## config.mk

```make
export PLATFORM = sky130hd
export DESIGN_NAME = digit_scanner
export DESIGN_NICKNAME = d
export VERILOG_FILES = /design/src/rtl/seg_pkg.sv /design/src/rtl/digit_scanner_tick_gen.sv /design/src/rtl/digit_scanner.sv
export SDC_FILE = /design/constraint.sdc
export NUM_CORES = 1
export LEC_CHECK = 0
export BUFFER_PORTS_ARGS = -buffer_cell sky130_fd_sc_hd__buf_2
export CORE_ASPECT_RATIO = 1.1
export CORE_UTILIZATION = 51
export DETAILED_ROUTE_END_ITERATION = 10
export GPL_TIMING_DRIVEN = 0
export PLACE_DENSITY = 0.71
export SLEW_MARGIN = 15
export SYNTH_ARGS = -nofsm -noshare
export SYNTH_HDL_FRONTEND = slang
export SYNTH_SLANG_ARGS = --single-unit
```

## constraint.sdc

```tcl
create_clock -name CLK -period 2.94 [get_ports CLK]
set_clock_uncertainty 0.15 [all_clocks]
set_input_delay 0.294 -clock CLK [delete_from_list [all_inputs] [get_ports CLK]]
set_output_delay 0.294 -clock CLK [all_outputs]
set_load 0.02 [all_outputs]
```

## src/rtl/seg_pkg.sv

```systemverilog
// Shared constants, digit-index type and anode pattern helpers for the
// multiplexed 7-segment scanner.
package seg_pkg;

  localparam int unsigned NDIG  = 4;
  localparam int unsigned NIB_W = 4;

  typedef logic [1:0] idx_t;

  function automatic logic [NDIG-1:0] an_off(input logic pol);
    logic [NDIG-1:0] r;
    r = '1;
    if (pol) r = '0;
    return r;
  endfunction

  function automatic logic [NDIG-1:0] an_on(input idx_t idx, input logic pol);
    logic [NDIG-1:0] onehot;
    onehot      = '0;
    onehot[idx] = 1'b1;
    return pol ? onehot : ~onehot;
  endfunction

endpackage

```

## src/rtl/digit_scanner_tick_gen.sv

```systemverilog
// Slot prescaler: counts 0..DIV-1 while ENA is high and flags the last count.
module tick_gen #(
  parameter int unsigned DIV = 12000
) (
  input  logic CLK,
  input  logic RSTN,
  input  logic ENA,
  output logic TICK
);

  localparam int unsigned   CW   = $clog2(DIV);
  localparam logic [CW-1:0] LAST = CW'(DIV - 1);

  logic [CW-1:0] cnt_q, cnt_d;

  assign TICK = ENA && (cnt_q == LAST);

  always_comb begin
    cnt_d = cnt_q;
    if (ENA) cnt_d = (cnt_q == LAST) ? '0 : cnt_q + CW'(1);
  end

  always_ff @(posedge CLK or negedge RSTN) begin
    if (!RSTN) cnt_q <= '0;
    else       cnt_q <= cnt_d;
  end

endmodule

```

## src/rtl/digit_scanner.sv

```systemverilog
// Four-digit multiplexed display scanner with frame-synchronous value update.
// Define DIGIT_SCANNER_LZB_EN to enable leading-zero blanking.
module digit_scanner
  import seg_pkg::*;
#(
  parameter int unsigned DIV    = 12000,
  parameter int unsigned AN_POL = 0
) (
  input  logic        CLK,
  input  logic        RSTN,
  input  logic        ENA,
  input  logic        LOAD,
  input  logic [15:0] VALUE,
  output logic [3:0]  DIGIT,
  output logic [3:0]  AN,
  output logic        FRAME
);

  localparam logic POL = (AN_POL != 0);

  logic        tick;
  logic        boundary;
  idx_t        idx_q, idx_d;
  logic [15:0] disp_q, disp_d;
  logic [15:0] pend_q, pend_d;
  logic        pend_v_q, pend_v_d;
  logic [3:0]  an_q, an_d;
  logic        frame_q, frame_d;
`ifdef DIGIT_SCANNER_LZB_EN
  logic        blank;
`endif

  tick_gen #(.DIV(DIV)) u_tick (
    .CLK  (CLK),
    .RSTN (RSTN),
    .ENA  (ENA),
    .TICK (tick)
  );

  always_comb begin
    boundary = tick && (idx_q == idx_t'(NDIG - 1));
    idx_d    = idx_q;
    disp_d   = disp_q;
    pend_d   = pend_q;
    pend_v_d = pend_v_q;
    frame_d  = boundary;
    if (tick) idx_d = idx_q + idx_t'(1);
    // A LOAD on the boundary tick bypasses the pending stage entirely
    if (boundary) begin
      pend_v_d = 1'b0;
      if (LOAD)          disp_d = VALUE;
      else if (pend_v_q) disp_d = pend_q;
    end else if (LOAD) begin
      pend_d   = VALUE;
      pend_v_d = 1'b1;
    end
  end

  always_comb begin
`ifdef DIGIT_SCANNER_LZB_EN
    blank = (idx_q != '0) && ((disp_q >> (NIB_W * idx_q)) == '0);
    an_d  = (!ENA || blank) ? an_off(POL) : an_on(idx_q, POL);
`else
    an_d  = ENA ? an_on(idx_q, POL) : an_off(POL);
`endif
  end

  always_ff @(posedge CLK or negedge RSTN) begin
    if (!RSTN) begin
      idx_q    <= '0;
      disp_q   <= '0;
      pend_q   <= '0;
      pend_v_q <= 1'b0;
      an_q     <= an_off(POL);
      frame_q  <= 1'b0;
    end else begin
      idx_q    <= idx_d;
      disp_q   <= disp_d;
      pend_q   <= pend_d;
      pend_v_q <= pend_v_d;
      an_q     <= an_d;
      frame_q  <= frame_d;
    end
  end

  assign DIGIT = disp_q[NIB_W * idx_q +: NIB_W];
  assign AN    = an_q;
  assign FRAME = frame_q;

endmodule

```

==> impl_metrics.json <==
{
  "outcome": "finished, final reports clean",
  "floorplan.die.width_um": 69.85,
  "worst_setup_path_end_kind": "flip-flop",
  "cts.root.buffer_cell": "sky130_fd_sc_hd__clkbuf_8",
  "die_h_um": 76.63,
  "grt_first_pass_wirelength_um": 8997,
  "num_rows": 26,
  "maxClockFrequency_ghz": 0.4360,
  "post-synth-top-area-cell": "sky130_fd_sc_hd__dfrtp_1",
  "synth.ff_latch_count": 54,
  "fillerInstances": 389,
  "vias_per_cell": 5.709,
  "synth_fp_nets": 253,
  "max_cap_viols": 0,
  "crit_fanout": 10,
  "worst_hold_path_type": "in2reg",
  "switching_share_pct": 25.38,
  "report.power.total_mw": 1.431,
  "num_antenna_cells": 0,
  "post_cts_clock_slew_at_the_launch_and_capture_registers_of_the_worst_setup_and_hold_paths_ps": 90,
  "critical_path_arrival_ps": 2330,
  "leakage_power_total_nw": 1.354,
  "layout-drive-gt1-share_pct": 25.38,
  "vias": 1827,
  "detail_route.wl_per_cell_um": 15.98,
  "place_ws_ps": 645.3,
  "cts_inserted_buffers": 5,
  "finalSetupViolCount": 0,
  "peakVddDrop_v": 0.0003315,
  "setup_tns_ps": 0,
  "hold_viol": 0,
  "core-area_um2": 4750,
  "power.share.sequential_pct": 59.6,
  "postLayoutSetupSlackWorst_ps": 646.6,
  "cts_hold_bufs": 1,
  "netlist_top_cells_area": "sky130_fd_sc_hd__dfrtp_1, sky130_fd_sc_hd__mux2_4, sky130_fd_sc_hd__nand3_1",
  "syn-cell-area_um2": 2582,
  "hold-worst-slack_ps": 84.77,
  "synth_cell_type_count": 34,
  "synth-seq-area-share_pct": 52.52,
  "pin_count_of_the_biggest_net_entering_global_routing": 33,
  "period_needed_ps": 2293,
  "timing_max_transition_violations_final": 0,
  "gr-usage-all-layers_pct": 21.22,
  "cts-root-to-sink-buffers": 2,
  "comb_power_share_pct": 11.2,
  "number_of_antenna_violations_at_the_first_check_in_global_routing": 0,
  "synth_largest_type_area_fraction_pct": 48.45,
  "power.switching_mw": 0.3633,
  "max_slew_margin_pct": 49.92,
  "tritoncts_num_sinks": 54,
  "ios": 29,
  "nNetsFinal": 289,
  "route.antenna.remaining_nets": 0,
  "detailedRoute.firstIterationViolations": 137,
  "cts_tree": "built",
  "number_of_gates_resized_after_cts": 0,
  "postCtsSetupRepairBufs": 0,
  "layout_worst_path_cycle_share_pct": 78.01,
  "post-route-drc-count": 0,
  "critPathKind": "reg2reg",
  "yosysWarningCount": 0,
  "drt-pass1-iter-count": 4,
  "detailedPlacementHpwl_um": 3705,
  "post_synth_inst_count": 228,
  "worstMarginPinSlew_ps": 751.1,
  "avgSynthCellArea_um2": 11.33,
  "clk_latency_worst_skew_pair_ps": 300,
  "floorplan.die_area_um2": 5352,
  "buffer_ports.inserted": 27,
  "drt-total-wl_um": 5113,
  "start_kind": "flip-flop",
  "power.share.clock_pct": 29.1,
  "internal_power_mw": 1.068,
  "cp.required_ps": 2980,
  "grt_pass1_vias": 1867,
  "place.gp.congestion": 0.7964,
  "htree_num_levels": 2,
  "initial_core_util_pct": 54.37,
  "flow.area_growth_from_synthesis_pct": 12.74,
  "grt_setup_unrepaired": "false",
  "grt_remaining_overflow": 0,
  "power_density_nw_per_um2": 491.6
}
-- Yosys cell counts, drive strengths merged --
| cell | n |
|---|---|
| a21oi | 8 |
| mux4 | 4 |
| xnor2 | 10 |
| inv | 8 |
| nand3 | 29 |
| xor2 | 3 |
| or2 | 1 |
| nand2 | 24 |
| nand4bb | 1 |
| ha | 5 |
| o22ai | 2 |
| nor2 | 14 |
| nand4 | 6 |
| buf | 6 |
| mux2i | 1 |
| a32oi | 12 |
| dfrtp | 50 |
| nor3 | 3 |
| dfstp | 4 |
| nor4 | 3 |
| mux2 | 16 |
| o21ai | 4 |
| nand2b | 2 |
| and2 | 1 |
| nand4b | 1 |
| clkbuf | 7 |
| or4 | 1 |
| clkinv | 1 |
| nor2b | 1 |
-- critical path: stages (launching register included) --
cell	delay (ps)
sky130_fd_sc_hd__dfrtp_1	400
sky130_fd_sc_hd__ha_1	260
sky130_fd_sc_hd__nand3_1	120
sky130_fd_sc_hd__or4_1	530
sky130_fd_sc_hd__buf_6	160
sky130_fd_sc_hd__nand2_8	100
sky130_fd_sc_hd__buf_12	160
sky130_fd_sc_hd__mux2_4	310
-- flip-flops by register name (all words and copies together) (netlist names) --
register and cells:
AN 4, FRAME 1, disp_q 16, idx_q 2
pend_q 16, pend_v_q 1, u_tick.cnt_q 14
-- layout make-up --
type	count	area, um^2	area share (%)
Multi-Input combinational cell	152	1106	37.99
Sequential cell	54	1356	46.58
Inverter	9	35.03	1.203
Timing Repair Buffer	29	172.7	5.930
Clock buffer	7	86.33	2.965
Tap cell	56	70.07	2.407
Buffer	13	85.08	2.922
-- routing by layer --
layer	share of wire, %	vias up	track usage [%]
met1	47	904	28.60
met3	3.1	7	3.571
met4	1.6	0	6.200
met5	0	-	0
met2	48	36	35.19
li1	-	880	-
-- cells by family after synthesis --
family	Yosys count	synth area share, %
flops	54	52.52
xor+xnor	13	4.409
buf+inv	22	4.651
fa+ha+maj	5	2.422
compound gates	26	6.880
mux	21	12.31
simple gates	87	16.81
-- placed cells by master (no fill, tap or decap), types with 2 or more instances in the layout --
cell type	n
sky130_fd_sc_hd__a21oi_1	8
sky130_fd_sc_hd__a32oi_1	12
sky130_fd_sc_hd__buf_2	28
sky130_fd_sc_hd__buf_4	3
sky130_fd_sc_hd__clkbuf_1	8
sky130_fd_sc_hd__clkbuf_8	6
sky130_fd_sc_hd__dfrtp_1	50
sky130_fd_sc_hd__dfstp_2	4
sky130_fd_sc_hd__ha_1	5
sky130_fd_sc_hd__inv_1	8
sky130_fd_sc_hd__mux2_2	6
sky130_fd_sc_hd__mux2_4	10
sky130_fd_sc_hd__mux4_2	4
sky130_fd_sc_hd__nand2_1	23
sky130_fd_sc_hd__nand2b_1	2
sky130_fd_sc_hd__nand3_1	29
sky130_fd_sc_hd__nand4_1	6
sky130_fd_sc_hd__nor2_1	14
sky130_fd_sc_hd__nor3_1	3
sky130_fd_sc_hd__nor4_1	3
sky130_fd_sc_hd__o21ai_0	4
sky130_fd_sc_hd__o22ai_1	2
sky130_fd_sc_hd__xnor2_1	10
sky130_fd_sc_hd__xor2_1	3
-- power by group through the flow --
stage | clock [mW] | combinational [mW] | sequential (mW)
2_1_floorplan | 0 | 0.106 | 0.855
3_3_place_gp | 0 | 0.153 | 0.864
3_5_place_dp | 0 | 0.161 | 0.867
4_1_cts | 0.426 | 0.163 | 0.852
5_1_grt | 0.455 | 0.179 | 0.860
6_report | 0.417 | 0.161 | 0.853
-- path summary, 6_finish.rpt --
path                               endpoint  slack [ps]              from  cells after the start
setup / recovery                 pend_q[14]         650   u_tick.cnt_q[0]                      7
hold / removal                    pend_q[4]          80          VALUE[4]                      2
setup reg to reg                 pend_q[14]         650   u_tick.cnt_q[0]                      7
hold reg to reg            u_tick.cnt_q[12]         370  u_tick.cnt_q[12]                      1
max in group asynchronous         pend_q[5]        1640              RSTN                      3
min in group asynchronous        pend_q[10]         440              RSTN                      2
-- per-stage QoR --
stage / cell area [um^2] / cells / utilization [%]
4_1_cts: 2912 / 320 / 61.30
3_3_place_gp: 2788 / 311 / 58.69
5_1_grt: 2912 / 320 / 61.30
2_1_floorplan: 2582 / 228 / -
6_report: 2912 / 320 / 61.30
3_5_place_dp: 2815 / 312 / 59.27
(Power assumes the default switching activity.)
